===== config.mk =====
export PLATFORM = sky130hd
export DESIGN_NAME = fetch_pkt_sender_flat
export DESIGN_NICKNAME = d
export VERILOG_FILES = /design/src/rtl/fetch_pkt_sender_if.sv /design/src/rtl/fetch_pkt_sender.sv /design/src/flat_wrapper.sv
export SDC_FILE = /design/constraint.sdc
export NUM_CORES = 1
export LEC_CHECK = 0
export CORE_AREA = 2 2 174 176
export DETAILED_ROUTE_END_ITERATION = 10
export DIE_AREA = 0 0 176 178
export GPL_TIMING_DRIVEN = 0
export HOLD_SLACK_MARGIN = 0.03
export PLACE_DENSITY = 0.67
export SETUP_SLACK_MARGIN = 0.4
export SLEW_MARGIN = 20
export SYNTH_ARGS = -nofsm -noshare
export SYNTH_HDL_FRONTEND = slang
export SYNTH_SLANG_ARGS = --single-unit

===== constraint.sdc =====
create_clock -name clk -period 4.6 [get_ports clk]
set_input_delay 0.46 -clock clk [delete_from_list [all_inputs] [get_ports clk]]
set_output_delay 0.46 -clock clk [all_outputs]
set_load 0.005 [all_outputs]

===== src/rtl/fetch_pkt_sender_if.sv =====
// fetch_pkt_sender_if: icache request/response and fetch-buffer push bundle.
// master: the sender drives the icache request and the buffer push fields.
// slave:  the icache/buffer side drives the response, allowin and pop_en.
interface fetch_pkt_sender_if;
    logic        icache_req_valid;
    logic        icache_req_ready;
    logic [31:0] icache_raddr;
    logic        icache_resp_valid;
    logic [31:0] icache_resp_inst0;
    logic [31:0] icache_resp_inst1;
    logic [31:0] icache_resp_badv;
    logic [6:0]  icache_resp_exception;
    logic [1:0]  icache_resp_excp_flag;
    logic        fifo_allowin;
    logic        pop_en;
    logic        fifo_readygo;
    logic [31:0] if1_fifo_inst0;
    logic [31:0] if1_fifo_inst1;
    logic [31:0] if1_fifo_pc;
    logic [31:0] if1_fifo_pc_next;
    logic [1:0]  if1_fifo_pc_taken;
    logic [31:0] if1_fifo_icache_badv;
    logic [6:0]  if1_fifo_icache_exception;
    logic [1:0]  if1_fifo_icache_excp_flag;
    logic [1:0]  priv_flag;
    logic [1:0]  branch_flag;
    modport master (
        output icache_req_valid, icache_raddr, fifo_readygo,
               if1_fifo_inst0, if1_fifo_inst1, if1_fifo_pc, if1_fifo_pc_next,
               if1_fifo_pc_taken, if1_fifo_icache_badv, if1_fifo_icache_exception,
               if1_fifo_icache_excp_flag, priv_flag, branch_flag,
        input  icache_req_ready, icache_resp_valid, icache_resp_inst0, icache_resp_inst1,
               icache_resp_badv, icache_resp_exception, icache_resp_excp_flag,
               fifo_allowin, pop_en
    );
    modport slave (
        input  icache_req_valid, icache_raddr, fifo_readygo,
               if1_fifo_inst0, if1_fifo_inst1, if1_fifo_pc, if1_fifo_pc_next,
               if1_fifo_pc_taken, if1_fifo_icache_badv, if1_fifo_icache_exception,
               if1_fifo_icache_excp_flag, priv_flag, branch_flag,
        output icache_req_ready, icache_resp_valid, icache_resp_inst0, icache_resp_inst1,
               icache_resp_badv, icache_resp_exception, icache_resp_excp_flag,
               fifo_allowin, pop_en
    );
endinterface


===== src/rtl/fetch_pkt_sender.sv =====
// fetch_pkt_sender: credit-based IF1 fetch PC generator and fetch-buffer packet pusher.
// Ports: clk; rstn (synchronous, active-high); flush/flush_target redirect;
// bp_taken/bp_slot/bp_target prediction; bus (icache + fetch buffer, master);
// perf_push_cnt/perf_nocredit_cnt counters, live only with FETCH_PERF_CNT_EN defined.
module fetch_pkt_sender #(
    parameter logic [31:0] PC_RESET  = 32'h1c000000,
    parameter int          BUF_DEPTH = 2,
    parameter int          MAX_OUTST = 2
) (
    input  logic               clk,
    input  logic               rstn,
    input  logic               flush,
    input  logic [31:0]        flush_target,
    input  logic               bp_taken,
    input  logic               bp_slot,
    input  logic [31:0]        bp_target,
    fetch_pkt_sender_if.master bus,
    output logic [31:0]        perf_push_cnt,
    output logic [31:0]        perf_nocredit_cnt
);
    localparam int CW = $clog2(BUF_DEPTH + MAX_OUTST + 1);
    localparam int QW = MAX_OUTST > 1 ? $clog2(MAX_OUTST) : 1;
    typedef enum logic {RUN, HALT} state_t;
    state_t        state, state_nxt;
    logic [31:0]   fetch_pc, pc_next;
    logic [CW-1:0] occ, outst, drop_cnt;
    logic [31:0]   q_pc [MAX_OUTST];
    logic [31:0]   q_pc_next [MAX_OUTST];
    logic [1:0]    q_taken [MAX_OUTST];
    logic [QW-1:0] wr_ptr, rd_ptr;
    logic [1:0]    pc_taken, priv, branch;
    logic          has_credit, issue, push, pop, stop;

    function automatic logic is_priv(input logic [31:0] i);
        return i[31:24] == 8'h04 || i[31:23] == 9'b000001100;
    endfunction

    function automatic logic [QW-1:0] wrap_inc(input logic [QW-1:0] p);
        return p == QW'(MAX_OUTST - 1) ? '0 : p + QW'(1);
    endfunction

    // Issue only when a buffer slot is already reserved for the response.
    assign has_credit = (occ + outst) < CW'(BUF_DEPTH);
    assign bus.icache_req_valid = !rstn && state == RUN && has_credit && outst < CW'(MAX_OUTST) && !flush;
    assign bus.icache_raddr = {fetch_pc[31:3], 3'b000};
    assign issue = bus.icache_req_valid && bus.icache_req_ready;
    // Entry into the odd word has no valid slot 0, so a slot-0 prediction is not recorded.
    assign pc_taken = bp_taken ? {bp_slot, !bp_slot && !fetch_pc[2]} : 2'b00;
    assign pc_next = bp_taken ? bp_target : {fetch_pc[31:3] + 29'd1, 3'b000};
    // Responses to requests issued before a flush are counted off by drop_cnt.
    assign push = !rstn && bus.icache_resp_valid && drop_cnt == '0 && !flush;
    assign pop = bus.pop_en && occ != '0;
    assign priv = {is_priv(bus.icache_resp_inst1), is_priv(bus.icache_resp_inst0)};
    assign branch = {bus.icache_resp_inst1[31:30] == 2'b01, bus.icache_resp_inst0[31:30] == 2'b01};
    assign stop = push && (bus.icache_resp_excp_flag != 2'b00 || priv != 2'b00);

    assign bus.fifo_readygo = push;
    assign bus.if1_fifo_inst0 = push ? bus.icache_resp_inst0 : '0;
    assign bus.if1_fifo_inst1 = push ? bus.icache_resp_inst1 : '0;
    assign bus.if1_fifo_pc = push ? q_pc[rd_ptr] : '0;
    assign bus.if1_fifo_pc_next = push ? q_pc_next[rd_ptr] : '0;
    assign bus.if1_fifo_pc_taken = push ? q_taken[rd_ptr] : '0;
    assign bus.if1_fifo_icache_badv = push ? bus.icache_resp_badv : '0;
    assign bus.if1_fifo_icache_exception = push ? bus.icache_resp_exception : '0;
    assign bus.if1_fifo_icache_excp_flag = push ? bus.icache_resp_excp_flag : '0;
    assign bus.priv_flag = push ? priv : '0;
    assign bus.branch_flag = push ? branch : '0;

    always_ff @(posedge clk) begin
        state <= rstn ? RUN : state_nxt;
    end

    always_comb begin
        state_nxt = state;
        state_nxt = flush ? RUN : stop ? HALT : state;
    end

    always_ff @(posedge clk) begin
        if (rstn) begin
            fetch_pc <= PC_RESET;
            occ      <= '0;
            outst    <= '0;
            drop_cnt <= '0;
            wr_ptr   <= '0;
            rd_ptr   <= '0;
        end else begin
            outst <= outst + CW'(issue) - CW'(bus.icache_resp_valid);
            if (flush) begin
                fetch_pc <= flush_target;
                occ      <= '0;
                wr_ptr   <= '0;
                rd_ptr   <= '0;
                drop_cnt <= outst - CW'(bus.icache_resp_valid);
            end else begin
                occ <= occ + CW'(push) - CW'(pop);
                if (bus.icache_resp_valid && drop_cnt != '0)
                    drop_cnt <= drop_cnt - CW'(1);
                if (issue) begin
                    fetch_pc          <= pc_next;
                    q_pc[wr_ptr]      <= fetch_pc;
                    q_pc_next[wr_ptr] <= pc_next;
                    q_taken[wr_ptr]   <= pc_taken;
                    wr_ptr            <= wrap_inc(wr_ptr);
                end
                if (push)
                    rd_ptr <= wrap_inc(rd_ptr);
            end
        end
    end

    always_ff @(posedge clk) begin
        if (push)
            assert (bus.fifo_allowin);
    end

`ifdef FETCH_PERF_CNT_EN
    always_ff @(posedge clk) begin
        if (rstn) begin
            perf_push_cnt     <= '0;
            perf_nocredit_cnt <= '0;
        end else begin
            if (push && perf_push_cnt != '1)
                perf_push_cnt <= perf_push_cnt + 32'd1;
            if (state == RUN && !has_credit && !flush && perf_nocredit_cnt != '1)
                perf_nocredit_cnt <= perf_nocredit_cnt + 32'd1;
        end
    end
`else
    assign perf_push_cnt = '0;
    assign perf_nocredit_cnt = '0;
`endif
endmodule


===== src/flat_wrapper.sv =====
// flat-port wrapper written by rule: the top's interface ports become plain ports
module fetch_pkt_sender_flat 
#(
    parameter logic [31:0] PC_RESET  = 32'h1c000000,
    parameter int          BUF_DEPTH = 2,
    parameter int          MAX_OUTST = 2
)
  (clk, rstn, flush, flush_target, bp_taken, bp_slot, bp_target, perf_push_cnt, perf_nocredit_cnt, bus_icache_req_valid, bus_icache_raddr, bus_fifo_readygo, bus_if1_fifo_inst0, bus_if1_fifo_inst1, bus_if1_fifo_pc, bus_if1_fifo_pc_next, bus_if1_fifo_pc_taken, bus_if1_fifo_icache_badv, bus_if1_fifo_icache_exception, bus_if1_fifo_icache_excp_flag, bus_priv_flag, bus_branch_flag, bus_icache_req_ready, bus_icache_resp_valid, bus_icache_resp_inst0, bus_icache_resp_inst1, bus_icache_resp_badv, bus_icache_resp_exception, bus_icache_resp_excp_flag, bus_fifo_allowin, bus_pop_en);
  fetch_pkt_sender_if bus_i ();
  input  logic clk;
  input  logic rstn;
  input  logic flush;
  input  logic [31:0] flush_target;
  input  logic bp_taken;
  input  logic bp_slot;
  input  logic [31:0] bp_target;
  output logic [31:0] perf_push_cnt;
  output logic [31:0] perf_nocredit_cnt;
  output wire logic [$bits(bus_i.icache_req_valid)-1:0] bus_icache_req_valid;
  output wire logic [$bits(bus_i.icache_raddr)-1:0] bus_icache_raddr;
  output wire logic [$bits(bus_i.fifo_readygo)-1:0] bus_fifo_readygo;
  output wire logic [$bits(bus_i.if1_fifo_inst0)-1:0] bus_if1_fifo_inst0;
  output wire logic [$bits(bus_i.if1_fifo_inst1)-1:0] bus_if1_fifo_inst1;
  output wire logic [$bits(bus_i.if1_fifo_pc)-1:0] bus_if1_fifo_pc;
  output wire logic [$bits(bus_i.if1_fifo_pc_next)-1:0] bus_if1_fifo_pc_next;
  output wire logic [$bits(bus_i.if1_fifo_pc_taken)-1:0] bus_if1_fifo_pc_taken;
  output wire logic [$bits(bus_i.if1_fifo_icache_badv)-1:0] bus_if1_fifo_icache_badv;
  output wire logic [$bits(bus_i.if1_fifo_icache_exception)-1:0] bus_if1_fifo_icache_exception;
  output wire logic [$bits(bus_i.if1_fifo_icache_excp_flag)-1:0] bus_if1_fifo_icache_excp_flag;
  output wire logic [$bits(bus_i.priv_flag)-1:0] bus_priv_flag;
  output wire logic [$bits(bus_i.branch_flag)-1:0] bus_branch_flag;
  input wire logic [$bits(bus_i.icache_req_ready)-1:0] bus_icache_req_ready;
  input wire logic [$bits(bus_i.icache_resp_valid)-1:0] bus_icache_resp_valid;
  input wire logic [$bits(bus_i.icache_resp_inst0)-1:0] bus_icache_resp_inst0;
  input wire logic [$bits(bus_i.icache_resp_inst1)-1:0] bus_icache_resp_inst1;
  input wire logic [$bits(bus_i.icache_resp_badv)-1:0] bus_icache_resp_badv;
  input wire logic [$bits(bus_i.icache_resp_exception)-1:0] bus_icache_resp_exception;
  input wire logic [$bits(bus_i.icache_resp_excp_flag)-1:0] bus_icache_resp_excp_flag;
  input wire logic [$bits(bus_i.fifo_allowin)-1:0] bus_fifo_allowin;
  input wire logic [$bits(bus_i.pop_en)-1:0] bus_pop_en;
  assign bus_icache_req_valid = bus_i.icache_req_valid;
  assign bus_icache_raddr = bus_i.icache_raddr;
  assign bus_fifo_readygo = bus_i.fifo_readygo;
  assign bus_if1_fifo_inst0 = bus_i.if1_fifo_inst0;
  assign bus_if1_fifo_inst1 = bus_i.if1_fifo_inst1;
  assign bus_if1_fifo_pc = bus_i.if1_fifo_pc;
  assign bus_if1_fifo_pc_next = bus_i.if1_fifo_pc_next;
  assign bus_if1_fifo_pc_taken = bus_i.if1_fifo_pc_taken;
  assign bus_if1_fifo_icache_badv = bus_i.if1_fifo_icache_badv;
  assign bus_if1_fifo_icache_exception = bus_i.if1_fifo_icache_exception;
  assign bus_if1_fifo_icache_excp_flag = bus_i.if1_fifo_icache_excp_flag;
  assign bus_priv_flag = bus_i.priv_flag;
  assign bus_branch_flag = bus_i.branch_flag;
  assign bus_i.icache_req_ready = bus_icache_req_ready;
  assign bus_i.icache_resp_valid = bus_icache_resp_valid;
  assign bus_i.icache_resp_inst0 = bus_icache_resp_inst0;
  assign bus_i.icache_resp_inst1 = bus_icache_resp_inst1;
  assign bus_i.icache_resp_badv = bus_icache_resp_badv;
  assign bus_i.icache_resp_exception = bus_icache_resp_exception;
  assign bus_i.icache_resp_excp_flag = bus_icache_resp_excp_flag;
  assign bus_i.fifo_allowin = bus_fifo_allowin;
  assign bus_i.pop_en = bus_pop_en;
  fetch_pkt_sender #(.PC_RESET(PC_RESET), .BUF_DEPTH(BUF_DEPTH), .MAX_OUTST(MAX_OUTST)) u_core (.clk(clk), .rstn(rstn), .flush(flush), .flush_target(flush_target), .bp_taken(bp_taken), .bp_slot(bp_slot), .bp_target(bp_target), .bus(bus_i), .perf_push_cnt(perf_push_cnt), .perf_nocredit_cnt(perf_nocredit_cnt));
endmodule

After elaboration in Yosys (flattened, before gate mapping)
Memories as Yosys holds them, arrays and structs flattened. A register that Yosys moved wholly into a read port is not among the register bits.
Index checks and enable logic that the tools add are counted.
- muxes and demuxes: 28
- equality and inequality tests: 6
- bitwise gates (word level): 1
- add/sub/neg operators: 10
- reductions and logical operators: 27
- $lt $le $gt $ge: 2
- operators with widths (cell ; count):
    $mux W32 ; 8
    $add A29 B1 Y29 const B ; 1
    $eq A9 B4 Y1 const B ; 2
    $eq A8 B3 Y1 const B ; 2
    $logic_and A1 B1 Y1 ; 12
    $mux W1 ; 12
    $mux W2 ; 5
    $sub A3 B1 Y3 ; 3
    $reduce_bool A2 Y1 ; 4
    $mux W7 ; 1
    $add A3 B1 Y3 ; 2
    $lt A3 B2 Y1 const B ; 2
    $mux W3 ; 2
    $reduce_bool A3 Y1 ; 2
    $eq A2 B1 Y1 const B ; 2
    $logic_not A1 Y1 ; 4
    $add A3 B3 Y3 ; 1
    $logic_not A3 Y1 ; 1
    $logic_or A1 B1 Y1 ; 3
    $sub A3 B1 Y3 const B ; 1
    $add A1 B1 Y1 const B ; 2
    $reduce_or A2 Y1 ; 1
    $not A1 Y1 ; 1
- memories kept: 3
- bits in writable memories: 132
- input port bits: 178
- flip-flop bits (word level): 44
- memories (memory ; words ; width ; rd ports ; clocked after Yosys merged registers in ; wr ports ; line ; text):
    u_core.q_pc ; 2 ; 32 ; 1 ; 1 ; 1 ; fetch_pkt_sender.sv:27 ; logic [31:0] q_pc [MAX_OUTST];
    u_core.q_pc_next ; 2 ; 32 ; 1 ; 1 ; 1 ; fetch_pkt_sender.sv:28 ; logic [31:0] q_pc_next [MAX_OUTST];
    u_core.q_taken ; 2 ; 2 ; 1 ; 1 ; 1 ; fetch_pkt_sender.sv:29 ; logic [1:0] q_taken [MAX_OUTST];

Depth between registers and ports, before layout
Gate-level depths: netlist (run 1).
- word-level depth: 10
- mapped depth: 13
- gate-level depth less buffers: 11

Least setup slack after synthesis (run 1)
No wires, ideal clock.
- path kind: flip-flop to flip-flop
- from: register u_core.outst[1]
- to: memory u_core.q_pc[0][0], enable pin
- arrival time: 4.365 ns
- stages on the path, launching flop included: 7
- clock period less this slack: 4.855 ns
- setup slack: -0.255 ns
- cells stage by stage: dfxtp_1 -> inv_1 -> fa_1 -> xor3_1 -> nor4b_2 -> nand2_1 -> nor2_1
- cells in the longest elaborated chain, start to end: 10
- ends and longest elaborated chain (item ; line ; text):
    from (decl) ; fetch_pkt_sender.sv:26 ; logic [CW-1:0] occ, outst, drop_cnt;
    from (signal assigned) ; fetch_pkt_sender.sv:87 ; outst <= outst + CW'(issue) - CW'(bus.icache_resp_valid);
    $add A3 B3 Y3 ; fetch_pkt_sender.sv:43 ; assign has_credit = (occ + outst) < CW'(BUF_DEPTH);
    $lt A3 B2 Y1 ; fetch_pkt_sender.sv:43 ;
    $logic_and A1 B1 Y1 ; fetch_pkt_sender.sv:44 ; assign bus.icache_req_valid = !rstn && state == RUN && has_credit && outst < CW'(MAX_OUTST) && !flush;
    $logic_and A1 B1 Y1 (*) (2 in series) ; fetch_pkt_sender.sv:44 ;
    net bus_icache_req_valid ; flat_wrapper.sv:19 ; output wire logic [$bits(bus_i.icache_req_valid)-1:0] bus_icache_req_valid;
    $logic_and A1 B1 Y1 (*) ; fetch_pkt_sender.sv:46 ; assign issue = bus.icache_req_valid && bus.icache_req_ready;
    $mux W1 (*) ; fetch_pkt_sender.sv:98 ; if (issue) begin
    $mux W1 (*) ; fetch_pkt_sender.sv:88 ; if (flush) begin
    $mux W1 (*) ; fetch_pkt_sender.sv:79 ; if (rstn) begin
    $mux W1 (implied by the code) (*) ; fetch_pkt_sender.sv:100 ; q_pc[wr_ptr] <= fetch_pc;
    to (decl) ; fetch_pkt_sender.sv:27 ;
The timed path passes the listed nets; every way through them passes the cells marked *.

Worst setup path after layout (run 1)
- from: register u_core.drop_cnt[0]
- to: output port bus_if1_fifo_icache_badv[25]
- cells in the longest elaborated chain, start to end: 4
- ends and longest elaborated chain (item ; line ; text):
    from (decl) ; fetch_pkt_sender.sv:26 ;
    from (signal assigned) ; fetch_pkt_sender.sv:93 ; drop_cnt <= outst - CW'(bus.icache_resp_valid);
    from (signal assigned) ; fetch_pkt_sender.sv:97 ; drop_cnt <= drop_cnt - CW'(1);
    $logic_not A3 Y1 ; fetch_pkt_sender.sv:51 ; assign push = !rstn && bus.icache_resp_valid && drop_cnt == '0 && !flush;
    $logic_and A1 B1 Y1 (2 in series) ; fetch_pkt_sender.sv:51 ;
    $mux W32 ; fetch_pkt_sender.sv:63 ; assign bus.if1_fifo_icache_badv = push ? bus.icache_resp_badv : '0;
    to (decl) ; flat_wrapper.sv:27 ; output wire logic [$bits(bus_i.if1_fifo_icache_badv)-1:0] bus_if1_fifo_icache_badv;
No other way between the ends.

==> impl_metrics.csv, run 1 <==
group,metric,value,unit
pwr,powerDensity,285.5,mW/mm²
detailed_routing,vias_per_cell,4.759,
cells_and_area,num-fill-cells,2660,
cells_and_area,syn_to_final_growth,54.84,%
setup_path,crit_path_start_kind,"register",
setup_path,slowest_delay,540,ps
clock_tree,clock-root-buffer,"clkbuf_16",
status,outcome,"completed",
place,gp_congestion,0.8487,
detailed_routing,wirelength,35.35,mm
timing,fin_crit_sh,0.8488,
synthesis,async_flop_share,0,
timing,finalSetupViolations,0,
detailed_routing,drc,0,
setup_path,r2r_cells,10,
global_routing,grt_pass1_wl,50.63,mm
detailed_routing,drt-met1-wl,12.39,mm
timing,period_needed,3904,ps
clock_tree,cts_made_buffers,17,
clock_tree,cts_hold_buf,0,
clock_tree,ctsResizeCount,0,
global_routing,grt_pass1_vias,8282,
setup_path,r2r-start,"u_core.outst[1]",
detailed_routing,wl_met2,19.60,mm
detailed_routing,highest_layer,"met4",
hold_path,worstHoldStart,"u_core.fetch_pc[1]",
floorplanning,start_util,0.3243,
floorplanning,dieArea,0.03133,mm²
timing,whs,456.8,ps
setup_path,crit_type,"reg2out",
synthesis,synth_area_leaders,"edfxtp_1, dfxtp_1, buf_4, and2_1, mux2i_1",
floorplanning,die_h,178,µm
synthesis,synth.most_common_cell,"edfxtp_1",
synthesis,synth_cells,904,
global_routing,grtUsageTotal,0.2199,
place,port_buffers,380,
detailed_routing,num_vias,8462,
timing,hold_viol_final,0,
setup_path,cp_max_fo,10,
hold_path,hold_end,"u_core.q_pc[1][1]",
setup_path,cpMaxStageDelayCell,"clkdlybuf4s50_1",
clock_tree,clk_pin_slew,70,ps
clock_tree,cts_setup_buffers,0,
synthesis,ys_seq_area_frac,0.5102,
synthesis,synth_area,0.009534,mm²
global_routing,antenna_found_initial,2,
synthesis,avgSynthCellArea,10.55,µm²
pwr,leakage,5.401,nW
synthesis,yosysTopAreaCell,"edfxtp_1",
floorplanning,core_area,0.02940,mm²
hold_path,hp-class,"reg2reg",
hold_path,min_path_cells,0,
timing,finClkSkew,9.523,ps
timing,fmax,256.1,MHz
cells_and_area,layout.nets,1564,
floorplanning,fp.dieW,176,µm
setup_path,crit_family,"buffers and inverters",
place,dp_hpwl,28.27,mm
timing,worstMarginPinSlew,949.8,ps
timing,rsz0062_at_grt,"false",
detailed_routing,wl_per_cell,19.88,µm
detailed_routing,drtIter0Drc,781,
setup_path,crit_buf_inv,6,
setup_path,required,4140,ps
global_routing,globalRouteOverflowTotal,0,
synthesis,synth_edf_count,132,
pwr,totalPowerFinal,4.215,mW
detailed_routing,postRouteAntennaNets,0,
timing,drv_slew,0,
synthesis,synthTopCellsByCount,"edfxtp_1, and2_1, buf_4",
setup_path,r2r_end,"u_core.q_pc_next[1][9]",
timing,relSlewSlack,0.3645,
clock_tree,clockBufferDepth,2,
synthesis,ys_types,55,
clock_tree,cts_sinks,177,
setup_path,path_cells,"inv_1, ha_1, nand3b_1, or2_2, clkbuf_1, inv_1, clkbuf_2, clkbuf_1, and2_1, clkdlybuf4s50_1",
detailed_routing,wl_met3,2.513,mm
setup_path,r2r_slack,730,ps
clock_tree,cts_tree,"built",
floorplanning,fp-row-count,63,
synthesis,ys_warn_count,0,
floorplanning,ios,451,
setup_path,arrival,3440,ps
global_routing,grt_max_degree,35,
synthesis,synth_top_flop_cell,"edfxtp_1",
synthesis,synth_seq_cells,177,
clock_tree,clk_latency,430,ps
clock_tree,htree_levels,4,
pwr,ir_drop,185.1,µV
synthesis,synth_top_area_share,0.4157,
detailed_routing,drt_pass1_iterations,5,
setup_path,end_kind,"output port",
job,cap_viol_max_count,0,
cells_and_area,layout-drive-gt1-share,0.1068,
==> through the flow <==
stage / TNS (ps) / area, µm² / util / cells / setup WS (ps)
after detailed placement: 0 / 14170 / 0.4818 / 1744 / 530.6
after CTS: 0 / 14760 / 0.5019 / 1776 / 520.0
after floorplan: 0 / 9784 / - / 970 / 553.2
after global routing: 0 / 14760 / 0.5019 / 1776 / 462.1
final: 0 / 14760 / 0.5021 / 1778 / 695.7
after global placement: -110180 / 14080 / 0.4787 / 1740 / -1038
==> logic make-up (layout without fill, tap and decap cells) <==
| kind of cell | Yosys count | after routing | synth area share |
|---|---|---|---|
| AO/OA/AOI/OAI | 124 | 124 | 0.08963 |
| adder cells (fa/ha/maj) | 13 | 13 | 0.01942 |
| AND/OR/NAND/NOR | 323 | 323 | 0.1811 |
| multiplexers | 68 | 68 | 0.07165 |
| buffers and inverters | 180 | 596 | 0.1094 |
| XOR/XNOR | 18 | 18 | 0.01811 |
| other | 1 | 69 | 0.0003933 |
| flip-flops | 177 | 177 | 0.5102 |
==> cell type report <==
cell class,count,area (µm²),share of cell area
multi-input combinational,613,3884,0.2631
clock inverter,12,133.9,0.009069
timing repair buffer,384,3886,0.2632
buffer,154,947.2,0.06416
clock buffer,20,456.7,0.03093
tap,390,488.0,0.03305
sequential,177,4865,0.3295
inverter,26,97.59,0.006611
antenna,2,5.005,0.0003390
==> state kept, by name, summed over array words and instances (netlist names), named ones only <==
| name | count |
|---|---|
| u_core.occ | 3 |
| u_core.q_pc | 64 |
| u_core.outst | 3 |
| u_core.wr_ptr | 1 |
| u_core.fetch_pc | 32 |
| u_core.q_taken | 4 |
| u_core.rd_ptr | 1 |
| u_core.state | 1 |
| u_core.q_pc_next | 64 |
| u_core.drop_cnt | 3 |
==> placed cells by master, fill, tap and decap left out, types with 6 or more instances in the layout <==
cell type	synthesis	final
o21a_1	7	7
nor2_1	93	92
dfxtp_1	45	45
buf_4	96	96
or4_1	6	6
nand2_1	37	37
ha_1	10	10
buf_2	6	6
o31ai_1	7	7
xor2_1	6	6
nor4_1	9	9
inv_1	26	26
nor3_1	17	17
conb_1	1	67
clkbuf_1	48	48
and2_1	114	113
o31a_1	12	12
edfxtp_1	132	132
clkbuf_16	0	17
mux2i_1	66	66
clkdlybuf4s50_1	0	380
nand3_1	8	8
a22oi_1	22	22
a21oi_1	29	29
o21ai_0	17	17
nand2b_1	7	7
xnor2_1	11	11
==> power breakdown <==
group / internal, mW / leakage, nW / switching, mW
Combinational: 0.488 / 3.54 / 0.384
Clock: 0.832 / 0.287 / 0.624
Sequential: 1.81 / 1.58 / 0.0759
==> worst max path at each step <==
stage / end / cells past startpoint / startpoint
3_5_place_dp: bus_if1_fifo_icache_badv[25] / 9 / bus_icache_resp_valid
3_3_place_gp: u_core.q_pc_next[1][3] / 9 / u_core.outst[1]
5_1_grt: bus_if1_fifo_pc[21] / 9 / flush
4_1_cts: bus_if1_fifo_icache_badv[25] / 10 / u_core.drop_cnt[0]
2_1_floorplan: u_core.q_pc[1][0] / 9 / u_core.outst[1]
6_report: bus_if1_fifo_icache_badv[25] / 10 / u_core.drop_cnt[0]
==> layer usage <==
layer,track usage,up-vias
li1,-,3955
met1,0.2363,4037
met2,0.4285,422
met5,0,-
met4,0.06990,0
met3,0.04518,48
(Power assumes the default switching activity.)
==> inputs of run 2 (changes only) <==
- PLACE_DENSITY: 0.67 -> 0.65
- clock period: 4.6 -> 3.9 ns (I/O delays scaled with it)
==> impl_metrics.csv, run 2 (synthesis gave the netlist of run 1 again) <==
group,metric,value,unit
detailed_routing,wl_per_cell,19.83,µm
timing,worstMarginPinSlew,956.0,ps
place,gp_congestion,0.9237,
timing,drv_slew,0,
cells_and_area,final_common_cell,"clkdlybuf4s50_1",
pwr,ir_drop,232.7,µV
setup_path,end_kind,"output port",
setup_path,crit_type,"reg2out",
timing,finalWorstSetupSlack,580.0,ps
detailed_routing,wirelength,35.38,mm
floorplanning,fp-row-count,63,
place,port_buffers,380,
clock_tree,cts_sinks,177,
pwr,p_seq_frac,0.447,
timing,whs,382.4,ps
clock_tree,cts_hold_buf,0,
timing,relSlewSlack,0.3627,
detailed_routing,drc,0,
setup_path,slowest_delay,550,ps
setup_path,crit_path_start_kind,"register",
setup_path,path_cells,"inv_1, ha_1, nand3b_1, or2_2, clkbuf_2, inv_2, buf_4, buf_2, and2_1, clkdlybuf4s50_1",
timing,finalSetupViolations,0,
detailed_routing,vias_per_cell,4.741,
timing,hold_viol_final,0,
timing,fmax,301.2,MHz
hold_path,hp-class,"in2reg",
cells_and_area,syn_to_final_growth,56.19,%
setup_path,required,3510,ps
cells_and_area,layout.nets,1571,
detailed_routing,num_vias,8458,
pwr,leakage,5.523,nW
clock_tree,cts_tree,"built",
global_routing,globalRouteOverflowTotal,0,
place,preCtsSetupSlack,-21.20,ps
global_routing,grtUsageTotal,0.2170,
setup_path,arrival,2930,ps
floorplanning,die_h,178,µm
status,outcome,"completed",
floorplanning,fp.dieW,176,µm
timing,rsz0062_at_grt,"false",
cells_and_area,layout-drive-gt1-share,0.1249,
cells_and_area,mostFrequentLayoutCells,"clkdlybuf4s50_1, edfxtp_1, and2_1",
place,dp_hpwl,28.34,mm
timing,finClkSkew,11.00,ps
clock_tree,clock-root-buffer,"clkbuf_16",
timing,period_needed,3320,ps
pwr,powerDensity,334.1,mW/mm²
job,cap_viol_max_count,0,
global_routing,grt_max_degree,37,
clock_tree,clk_latency,450,ps
clock_tree,cts_made_buffers,17,
pwr,totalPowerFinal,4.975,mW
pwr,comb_power_share,0.212,
global_routing,grt_pass1_wl,49.68,mm
pwr,internal-power,3.588,mW
timing,tns,0,ps
clock_tree,clockBufferDepth,2,
floorplanning,start_util,0.3243,
floorplanning,ios,451,
pwr,sw_frac_of_total,0.2789,
timing,fin_crit_sh,0.8513,
clock_tree,htree_levels,4,
setup_path,cp_max_fo,10,
pwr,switching_power,1.388,mW
floorplanning,core_area,0.02940,mm²
global_routing,grt_pass1_vias,8187,
pwr,pwr-share-clk,0.341,
cells_and_area,top_regs,"u_core.q_pc: 64 flops, u_core.q_pc_next: 64 flops, u_core.fetch_pc: 32 flops",
detailed_routing,postRouteAntennaNets,0,
floorplanning,dieArea,0.03133,mm²
setup_path,cpMaxStageDelayCell,"clkdlybuf4s50_1",
detailed_routing,drtIter0Drc,675,
detailed_routing,drt_pass1_iterations,5,
global_routing,antenna_found_initial,0,
clock_tree,clk_pin_slew,80,ps
[run 2: cell types whose count changed in the layout (fill, tap and decap cells not counted), moves of 4 or more]
cell | previous run | this run
buf_4 | 96 | 103
clkinv_8 | 0 | 5
clkbuf_2 | 1 | 13
inv_8 | 0 | 4
clkbuf_1 | 48 | 31
[run 2: layout make-up]
cell class,count,area [µm²]
repair buffers,390,3954
plain buffers,154,979.7
inverters,26,97.59
multi-input cells,614,3905
diodes,1,2.502
well taps,390,488.0
flip-flops and latches,177,4865
clock inverters,15,175.2
fillers,2684,14510
clock buffers,17,425.4
[run 2: layer usage]
metal / up-vias / share of wire / track usage
met5: - / 0 / 0
met4: 0 / 0.030 / 0.08437
met3: 50 / 0.074 / 0.04966
met2: 453 / 0.55 / 0.4201
met1: 3975 / 0.35 / 0.2261
li1: 3980 / - / -
[run 2: critical path: cells and delay by family (launching register included)]
family,cells,cell delay (ps)
buf+inv,6,1370
simple gates,3,610
flops,1,310
fa+ha+maj,1,180
[run 2: power groups by stage]
stage	combinational [mW]	sequential (mW)	clock (mW)
detailed placement	1.04	2.26	0
global route	1.14	2.23	1.79
CTS	1.05	2.22	1.72
finish	1.05	2.22	1.70
floorplan	0.501	2.23	0
global placement	1.00	2.26	0
[run 2: through the flow]
step                cells  instance area [µm²]  utilization
finish               1784                14890       0.5065
global placement     1740                14080       0.4790
global route         1783                14890       0.5064
CTS                  1781                14850       0.5051
floorplan             970                 9791            -
detailed placement   1744                14190       0.4825
[run 2: worst paths after layout]
path                           start                      to  slack (ps)  cells after the start
hold reg to reg   u_core.fetch_pc[1]       u_core.q_pc[0][1]         470                      0
hold / removal                  rstn     u_core.fetch_pc[12]         380                      3
setup / recovery  u_core.drop_cnt[0]  bus_if1_fifo_inst0[19]         580                     10
setup reg to reg     u_core.outst[1]         u_core.outst[2]         590                     13
[run 2: timing repair]
action	CTS	global route
endpoints found under the hold margin	0	0
cloned	1	0
resized for setup	13	25
pin swaps	1	1
endpoints found under the setup margin	195	90
buffers inserted	4	2
